**src/rtl/neigh_fifo.sv**
```systemverilog
// Neighbour-link receive FIFO: first-word-fall-through queue feeding the PE
// operand selector, with occupancy count and sticky overflow/underflow flags.
module neigh_fifo #(
   parameter int LEN    = 8,
   parameter int DEPTH  = 4,
   parameter int ADDR_W = 2
) (
   input  logic              clk,
   input  logic              reset,
   input  logic              wr_en,
   input  logic [LEN-1:0]    wr_data,
   input  logic              rd_en,
   output logic [LEN-1:0]    rd_data,
   output logic              empty,
   output logic              full,
   output logic [ADDR_W:0]   count,
   output logic              ovf_err,
   output logic              unf_err,
   input  logic              clr_err
);

   localparam logic [ADDR_W:0] FULL_COUNT = (ADDR_W+1)'(DEPTH);

   logic [LEN-1:0]    mem [DEPTH];
   logic [ADDR_W-1:0] wp;
   logic [ADDR_W-1:0] rp;
   logic              push;
   logic              pop;
   logic              ovf_evt;
   logic              unf_evt;

   // Full/empty come from the count alone so wrap never confuses them.
   assign empty = (count == '0);
   assign full  = (count == FULL_COUNT);

   // A pop frees a slot in the same edge, so a full FIFO still takes a push.
   assign push    = wr_en && (!full || rd_en);
   assign pop     = rd_en && !empty;
   assign ovf_evt = wr_en && full && !rd_en;
   assign unf_evt = rd_en && empty;

   assign rd_data = empty ? '0 : mem[rp];

   always_ff @(posedge clk) begin
      if (push) begin
         mem[wp] <= wr_data;
      end
   end

   always_ff @(posedge clk or posedge reset) begin
      if (reset) begin
         wp      <= '0;
         rp      <= '0;
         count   <= '0;
         ovf_err <= 1'b0;
         unf_err <= 1'b0;
      end else begin
         if (push) begin
            wp <= wp + 1'b1;
         end
         if (pop) begin
            rp <= rp + 1'b1;
         end
         if (push && !pop) begin
            count <= count + 1'b1;
         end else if (pop && !push) begin
            count <= count - 1'b1;
         end
         // A new error event outranks a simultaneous clear.
         ovf_err <= (ovf_err && !clr_err) || ovf_evt;
         unf_err <= (unf_err && !clr_err) || unf_evt;
      end
   end

endmodule

```
**config.mk**
```make
export PLATFORM = sky130hd
export DESIGN_NAME = neigh_fifo
export DESIGN_NICKNAME = d
export VERILOG_FILES = /design/src/rtl/neigh_fifo.sv
export SDC_FILE = /design/constraint.sdc
export NUM_CORES = 1
export LEC_CHECK = 0
export BUFFER_PORTS_ARGS = -buffer_cell sky130_fd_sc_hd__buf_2
export CORE_ASPECT_RATIO = 1.4
export CORE_MARGIN = 2
export CORE_UTILIZATION = 54
export CTS_BUF_LIST = sky130_fd_sc_hd__clkbuf_16
export DETAILED_ROUTE_END_ITERATION = 8
export GPL_TIMING_DRIVEN = 0
export PLACE_DENSITY = 0.81
export SLEW_MARGIN = 20
export SYNTH_ARGS = -nofsm -noshare
export SYNTH_HDL_FRONTEND = slang
export SYNTH_SLANG_ARGS = --single-unit
```
**constraint.sdc**
```tcl
create_clock -name clk -period 2.65 [get_ports clk]
set_input_delay 0.3975 -clock clk [delete_from_list [all_inputs] [get_ports clk]]
set_output_delay 0.3975 -clock clk [all_outputs]
set_load 0.05 [all_outputs]
```
=== Word-level counts from Yosys, hierarchy flattened ===
Memories as Yosys holds them, arrays and structs flattened.
Index checks and enable logic that the tools add are counted.

* $add $sub $neg: 4
* $mul: 0
* Div/mod/pow operators: 0
* Order comparisons: 0
* Eq/ne operators: 1
* Shift operators: 0
* Mux-type cells: 5
* Bitwise operators: 0
* Reductions and logical operators: 20

{| class="wikitable"
|+ Operator list
! kind !! count
|-
| logical AND 1 bit || 9
|-
| two-way mux 8 bit || 1
|-
| zero test 1 bit || 6
|-
| two-way mux 3 bit || 2
|-
| adder 2 x 1 -> 2 bit, second input constant || 2
|-
| adder 3 x 1 -> 3 bit, second input constant || 1
|-
| == test 3 bit, second input constant || 1
|-
| zero test 3 bit || 1
|-
| logical OR 1 bit || 3
|-
| subtractor 3 x 1 -> 3 bit, second input constant || 1
|-
| two-way mux 1 bit || 2
|-
| nonzero test 2 bit || 1
|}

* Flip-flop bits (word level): 9
* Latch bits: 0
* RAM bits: 32
* Memory bits (read-only): 0
* Bits of input ports: 13
* Output and inout bits: 15
* Logic and storage cells: 36
* Memories: 1

{| class="wikitable"
|+ Memory list
! memory !! depth !! bits a word !! read ports !! clocked after memory_dff !! write ports !! RTL line !! source
|-
| mem || 4 || 8 || 1 || 0 || 1 || 24 || <nowiki>logic [LEN-1:0] mem [DEPTH];</nowiki>
|}

=== Logic depth before layout (Yosys ltp) ===
Gate-level depths: netlist of run 1.

* Depth after elaboration: 8
* Depth in mapped cells: 8
* Depth with buffers taken out: 8

=== Least setup slack after synthesis of run 1 ===
OpenSTA, ideal clock, no wires.

* Path type: register to register
* From: register count[2]
* To: register count[1]
* Arrival: 2.229 ns
* Slack: 0.296 ns
* Stages on the path, launching flop included: 7
* Clock period less this slack: 2.354 ns
* Path through: dfrtp_1 -> or3b_1 -> o21a_4 -> ha_1 -> inv_1 -> fa_1 -> mux2_2

* Cells in the longest elaborated chain, start to end: 7
* Elaborated cells between the ends (all ways): 13
* Classes of those cells: eq/ne: 1; mux: 1; reduce/logical: 11

{| class="wikitable"
|+ Ends and longest elaborated chain
! element !! RTL line !! source
|-
| from (decl) || 16 || <nowiki>output logic [ADDR_W:0] count,</nowiki>
|-
| from (signal assigned) || 65 || <nowiki>count <= count + 1'b1;</nowiki>
|-
| from (signal assigned) || 67 || <nowiki>count <= count - 1'b1;</nowiki>
|-
| == test 3 bit * || 34 || <nowiki>assign full = (count == FULL_COUNT);</nowiki>
|-
| zero test 1 bit * || 37 || <nowiki>assign push = wr_en && (!full || rd_en);</nowiki>
|-
| logical OR 1 bit * || 37 ||
|-
| logical AND 1 bit * || 37 ||
|-
| named net push || 27 || <nowiki>logic push;</nowiki>
|-
| zero test 1 bit || 66 || <nowiki>end else if (pop && !push) begin</nowiki>
|-
| logical AND 1 bit || 66 ||
|-
| nonzero test 2 bit (no source line) || -- ||
|}

Mark *: on every way through the listed nets, which the timed path passes. The rest lies on a longest branch.
A chain may end at the register's enable or synchronous reset.

=== Final worst setup path of run 1 ===
* From: register count[1]
* To: register count[1]

The elaborated chain is that of the path after synthesis.

==> impl_metrics.env, run 1 <==
export IMPL_r2r_slack_ns=0.42
export IMPL_yosys_area_top_type_share=0.560
export IMPL_fp_dieH_um=70.7
export IMPL_htree_num_levels=2
export IMPL_slew_headroom=0.629
export IMPL_rsz0062_at_grt="no"
export IMPL_layout_drive_gt1_share=0.389
export IMPL_cts_root_buf="clkbuf_16"
export IMPL_ys_flop_type="edfxtp_1"
export IMPL_hold_buffers=0
export IMPL_nets=149
export IMPL_start_util=0.560
export IMPL_routed_wl_um=2780
export IMPL_yosysWarnings=0
export IMPL_vias=899
export IMPL_grt_overflow=0
export IMPL_clk_pin_slew_ns=0.06
export IMPL_diodes=0
export IMPL_cts_sinks=41
export IMPL_synthTopCellsByArea="edfxtp_1 (56%), dfrtp_1 (13%), mux4_2 (11%)"
export IMPL_slew_violations=0
export IMPL_fp_coreArea_um2=3060
export IMPL_hpwlAfterDp_um=1950
export IMPL_cp_start_kind="flip-flop"
export IMPL_tightest_slew_ns=0.557
export IMPL_die_area_um2=3650
export IMPL_clk_latency_ns=0.28
export IMPL_antenna_found_initial=0
export IMPL_post_synth_top_count_cell="edfxtp_1"
export IMPL_clockBufferDepth=2
export IMPL_dr_pass1_iters=4
export IMPL_reg2reg_depth=6
export IMPL_drt_first_iter_violations=28
export IMPL_cts_buffers_inserted=5
export IMPL_postRouteAntennaNets=0
export IMPL_met1_length_um=1010
export IMPL_cts_resized=0
export IMPL_max_cap_violations=0
export IMPL_max_freq_mhz=449
export IMPL_criticalPathCategory="flip-flop to flip-flop"
export IMPL_status="completed"
export IMPL_yosys_area_top_type="edfxtp_1"
export IMPL_endpoint_kind="flip-flop"
export IMPL_die_w_um=51.6
export IMPL_grt_use_total=0.179
export IMPL_num_fill_cells=221
export IMPL_fin_skew_ns=0.00271
export IMPL_r2r_start="count[1]$_DFFE_PP0P_"
export IMPL_grt_pass1_vias=984
export IMPL_io_pins=28
export IMPL_globalplace_congestion=0.701
export IMPL_timing_rr_end="count[1]$_DFFE_PP0P_"
export IMPL_ys_top_cells_by_count="edfxtp_1 (32), dfrtp_1 (9), inv_1 (9)"
export IMPL_netlist_area_um2=1720
export IMPL_cp_max_fo=7
export IMPL_synthCells=96
export IMPL_drc=0
export IMPL_syn2layout_area_growth_pct=18.8
export IMPL_avgSynthCellArea_um2=17.9
export IMPL_synth_edf_count=32
export IMPL_post_route_period_util=0.841
export IMPL_grt_max_degree=13
export IMPL_hold_viol=0
export IMPL_cts_setup_buffers=0
export IMPL_dr_wl_met2_um=1580
export IMPL_port_buffers=27
export IMPL_min_path_type="input pin to async pin"
export IMPL_setup_viol=0
export IMPL_vias_per_cell=5.29
export IMPL_ys_types=22
export IMPL_synth_seq_cells=41
export IMPL_wl_per_cell_um=16.4
export IMPL_cp_required_ns=2.81
export IMPL_syn_nets=115
export IMPL_setup_tns_ns=0
export IMPL_rows=24
export IMPL_ys_seq_area_frac=0.691
export IMPL_arrival_ns=2.39
export IMPL_grt_pass1_wl_um=4550
export IMPL_async_reset_ff_frac=0.220
export IMPL_fin_crit_ns=2.23
export IMPL_top_layer="met4"
export IMPL_cts_tree="yes"
export IMPL_route_met3_wl_um=97
-- placed cells by master, fill, tap and decap left out, drive strengths merged --
cell     n
nand3    1
xor2     2
or3      1
clkbuf   7
mux4     8
nor2     1
or3b     1
o21ai    1
dfrtp    9
nand2    2
xnor2    4
inv     10
o32ai    1
edfxtp  32
and2    12
o21a     1
fa       1
buf     28
mux2     2
ha       5
clkinv   2
-- metrics by stage --
stage	instances	worst slack (ns)	hold slack (ns)	utilization	area, um2
after detailed placement	162	0.416	0.375	0.620	1900
final	170	0.421	0.0693	0.665	2040
after floorplan	96	0.296	0.225	-	1720
after CTS	170	0.398	0.0812	0.665	2040
after global routing	170	0.323	0.0964	0.665	2040
after global placement	162	0.503	0.366	0.620	1900
-- kinds of logic after synthesis --
family / count (synthesis) / share of synthesized area
mux: 10 / 0.120
xor+xnor: 6 / 0.0306
compound gates: 3 / 0.0168
buf+inv: 12 / 0.0270
fa+ha+maj: 6 / 0.0481
simple gates: 18 / 0.0656
flops: 41 / 0.691
-- registers in the layout, indices dropped and copies added, names as in the netlist --
signal / flops
wp: 2
mem: 32
count: 3
ovf_err: 1
rp: 2
unf_err: 1
-- worst max path at each step --
stage,startpoint,endpoint,slack [ns]
floorplan,count[2]$_DFFE_PP0P_,count[1]$_DFFE_PP0P_,0.30
global placement,count[1]$_DFFE_PP0P_,count[1]$_DFFE_PP0P_,0.50
detailed placement,count[1]$_DFFE_PP0P_,count[1]$_DFFE_PP0P_,0.42
CTS,count[1]$_DFFE_PP0P_,rd_data[2],0.40
global route,count[1]$_DFFE_PP0P_,rd_data[7],0.32
finish,count[1]$_DFFE_PP0P_,count[1]$_DFFE_PP0P_,0.42
-- per-layer routing --
metal | up-vias | global-route usage
met5 | - | 0
met2 | 27 | 0.326
li1 | 419 | -
met4 | 0 | 0.0994
met3 | 10 | 0.0443
met1 | 443 | 0.180
-- area by class of cell --
type | instances | area [um2] | share of cell area
Tap cell | 39 | 48.8 | 0.0239
Clock inverter | 3 | 13.8 | 0.00675
Buffer | 3 | 12.5 | 0.00614
Sequential cell | 41 | 1190 | 0.582
Clock buffer | 5 | 125 | 0.0614
Multi-Input combinational cell | 43 | 483 | 0.237
Inverter | 9 | 33.8 | 0.0166
Timing Repair Buffer | 27 | 135 | 0.0663
-- critical path, stage by stage, from the launching register on --
cell	delay, ns
dfrtp_1	0.43
or3b_1	0.45
o21a_4	0.25
ha_1	0.23
inv_1	0.08
fa_1	0.42
mux2_2	0.27
Power of run 1 is not shown: default switching activity piles up to over one toggle a cycle in this logic, so the estimate is an artifact.
==> run 2: changes to the inputs <==
- CORE_UTILIZATION: 54 -> 49
- PLACE_DENSITY: 0.81 -> 0.78
- clock period: 2.65 -> 2 ns (I/O delays scaled with it)
==> run 2 against run 1 <==
The flow now finishes with violations (setup timing). Sequential cell count stayed put. Via count is 5.3% higher. Register-to-register slack worse by 0.46 ns. Cell count is 6.5% higher. Clock-buffer cell count stayed put. Sequential share of layout area is 5.1 points lower. Die area is 9.5% higher. Worst hold slack better by 0.16 ns. Clock skew is 0.0029 ns higher. Core utilization is 0.17 points lower. Worst setup slack worse by 0.46 ns.
==> impl_metrics.env, run 2 (synthesized netlist as in run 1, its figures left out) <==
export IMPL_die_w_um=54.0
export IMPL_final_common_cell="edfxtp_1"
export IMPL_drc=0
export IMPL_drt_first_iter_violations=28
export IMPL_dpl_cell_area_um2=1930
export IMPL_peakVddDrop_uv=1280
export IMPL_setup_viol=2
export IMPL_fin_cells=181
export IMPL_num_fill_cells=246
export IMPL_arrival_ns=2.20
export IMPL_criticalPathCategory="flip-flop to flip-flop"
export IMPL_cp_max_fo=4
export IMPL_globalplace_congestion=0.710
export IMPL_rsz0062_at_grt="yes"
export IMPL_status="finished, violations left"
export IMPL_min_path_type="input pin to flip-flop"
export IMPL_fin_hold_ws_ns=0.229
export IMPL_regMostFlops="mem"
export IMPL_grt_pass1_wl_um=5150
export IMPL_p_clk_frac=0.176
export IMPL_max_cap_violations=0
export IMPL_clk_pin_slew_ns=0.05
export IMPL_netSwitchingPower_uw=1620
export IMPL_postRouteAntennaNets=0
export IMPL_violations="setup timing"
export IMPL_seq_power_share=0.315
export IMPL_rows=25
export IMPL_nets=159
export IMPL_die_area_um2=4000
export IMPL_syn2layout_area_growth_pct=30.7
export IMPL_final_area_um2=2240
export IMPL_clk_latency_ns=0.28
export IMPL_grt_pass1_vias=1044
export IMPL_htree_num_levels=2
export IMPL_swShare=0.391
export IMPL_leakage_uw=0.000909
export IMPL_layout_drive_gt1_share=0.496
export IMPL_grt_overflow=0
export IMPL_fp_dieH_um=74.0
export IMPL_vias_per_cell=5.23
export IMPL_antenna_found_initial=0
export IMPL_vias=947
export IMPL_grt_use_total=0.195
export IMPL_cp_required_ns=2.16
export IMPL_post_route_period_util=1.02
export IMPL_cts_tree="yes"
export IMPL_port_buffers=27
export IMPL_cp_start_kind="flip-flop"
export IMPL_fp_coreArea_um2=3380
export IMPL_r2r_slack_ns=-0.04
export IMPL_dr_pass1_iters=4
export IMPL_utilization=0.664
export IMPL_slew_headroom=0.700
export IMPL_placedCellCount=163
export IMPL_slew_violations=0
export IMPL_largest_reg_flops=32
export IMPL_hpwlAfterDp_um=2090
export IMPL_max_freq_mhz=490
export IMPL_tightest_slew_ns=0.451
export IMPL_power_density_nw_per_um2=1850
export IMPL_fin_crit_ns=2.04
export IMPL_start_util=0.508
export IMPL_endpoint_kind="flip-flop"
export IMPL_pwr_share_comb=0.509
export IMPL_clockBufferDepth=2
export IMPL_cts_sinks=41
export IMPL_io_pins=28
export IMPL_fin_skew_ns=0.00561
export IMPL_cts_root_buf="clkbuf_16"
export IMPL_wl_per_cell_um=18.3
export IMPL_layout_common_cells="edfxtp_1 (32), buf_2 (20), inv_1 (10)"
export IMPL_diodes=0
export IMPL_grt_max_degree=13
export IMPL_routed_wl_um=3310
export IMPL_postLayoutSetupSlackWorst_ns=-0.0427
export IMPL_top_regs="mem x32, count x3"
export IMPL_hold_viol=0
export IMPL_internal_power_uw=2530
export IMPL_cts_buffers_inserted=5
## run 2: changes by cell type in the layout (fill, tap and decap cells not counted), moves of 2 or more
cell | previous run | this run
and2_1 | 8 | 6
buf_4 | 0 | 9
clkinv_2 | 2 | 0
buf_6 | 0 | 8
and2_4 | 0 | 2
clkbuf_1 | 2 | 0
buf_2 | 28 | 20
dfrtp_2 | 0 | 4
dfrtp_1 | 9 | 5
## run 2: worst max-delay path: stages, from the launching register on
cell     delay, ns
dfrtp_2       0.42
or3b_4        0.42
o21a_4        0.22
ha_4          0.16
inv_2         0.05
fa_1          0.38
mux2_4        0.28
## run 2: worst paths after layout
kind                                           start                    to  depth (start not counted)
min in group asynchronous                      reset     ovf_err$_DFF_PP0_                          3
worst min register to register     ovf_err$_DFF_PP0_     ovf_err$_DFF_PP0_                          2
worst min-delay path                         clr_err     ovf_err$_DFF_PP0_                          2
worst max-delay path            count[1]$_DFFE_PP0P_  count[1]$_DFFE_PP0P_                          6
max in group asynchronous                      reset  count[2]$_DFFE_PP0P_                          3
worst max register to register  count[1]$_DFFE_PP0P_  count[1]$_DFFE_PP0P_                          6
## run 2: what timing repair did
action,CTS,global route
hold buffers,1,0
pin swaps,5,2
buffers inserted,7,2
gates cloned,0,1
setup endpoints to repair,11,11
hold endpoints to repair,9,0
resized for setup,8,23
## run 2: area by class of cell
cell class,count,area [um2],area share
sequential,41,1190,0.531
multi-input combinational,43,518,0.231
timing repair buffer,38,288,0.128
clock buffer,5,125,0.0558
tap,40,50.0,0.0223
inverter,9,33.8,0.0151
buffer,2,25.0,0.0112
clock inverter,3,11.3,0.00502
## run 2: power groups by stage
| stage | sequential (uW) | clock (uW) | combinational [uW] |
|---|---|---|---|
| 5_1_grt | 1330 | 777 | 2240 |
| 6_report | 1310 | 731 | 2110 |
| 2_1_floorplan | 1400 | 0 | 1230 |
| 3_5_place_dp | 1280 | 0 | 1740 |
| 3_3_place_gp | 1260 | 0 | 1700 |
| 4_1_cts | 1290 | 750 | 1850 |
## run 2: per-layer routing
layer  up-vias  GRT usage  wire length [um]
met5         -          0                 0
met3         6     0.0562                93
li1        434          -                 -
met1       491      0.215              1200
met4         0     0.0917                74
met2        16      0.339              1940
## run 2: metrics by stage
| stage | power [uW] | setup TNS [ns] | setup slack [ns] |
|---|---|---|---|
| after floorplan | 2640 | -0.274 | -0.180 |
| after global placement | 2950 | -0.0893 | -0.0826 |
| after detailed placement | 3020 | -0.156 | -0.113 |
| after CTS | 3890 | -0.0220 | -0.0148 |
| after global routing | 4340 | -0.197 | -0.0977 |
| final | 4150 | -0.0614 | -0.0427 |
Note: power is estimated with default switching activity, not from simulation.
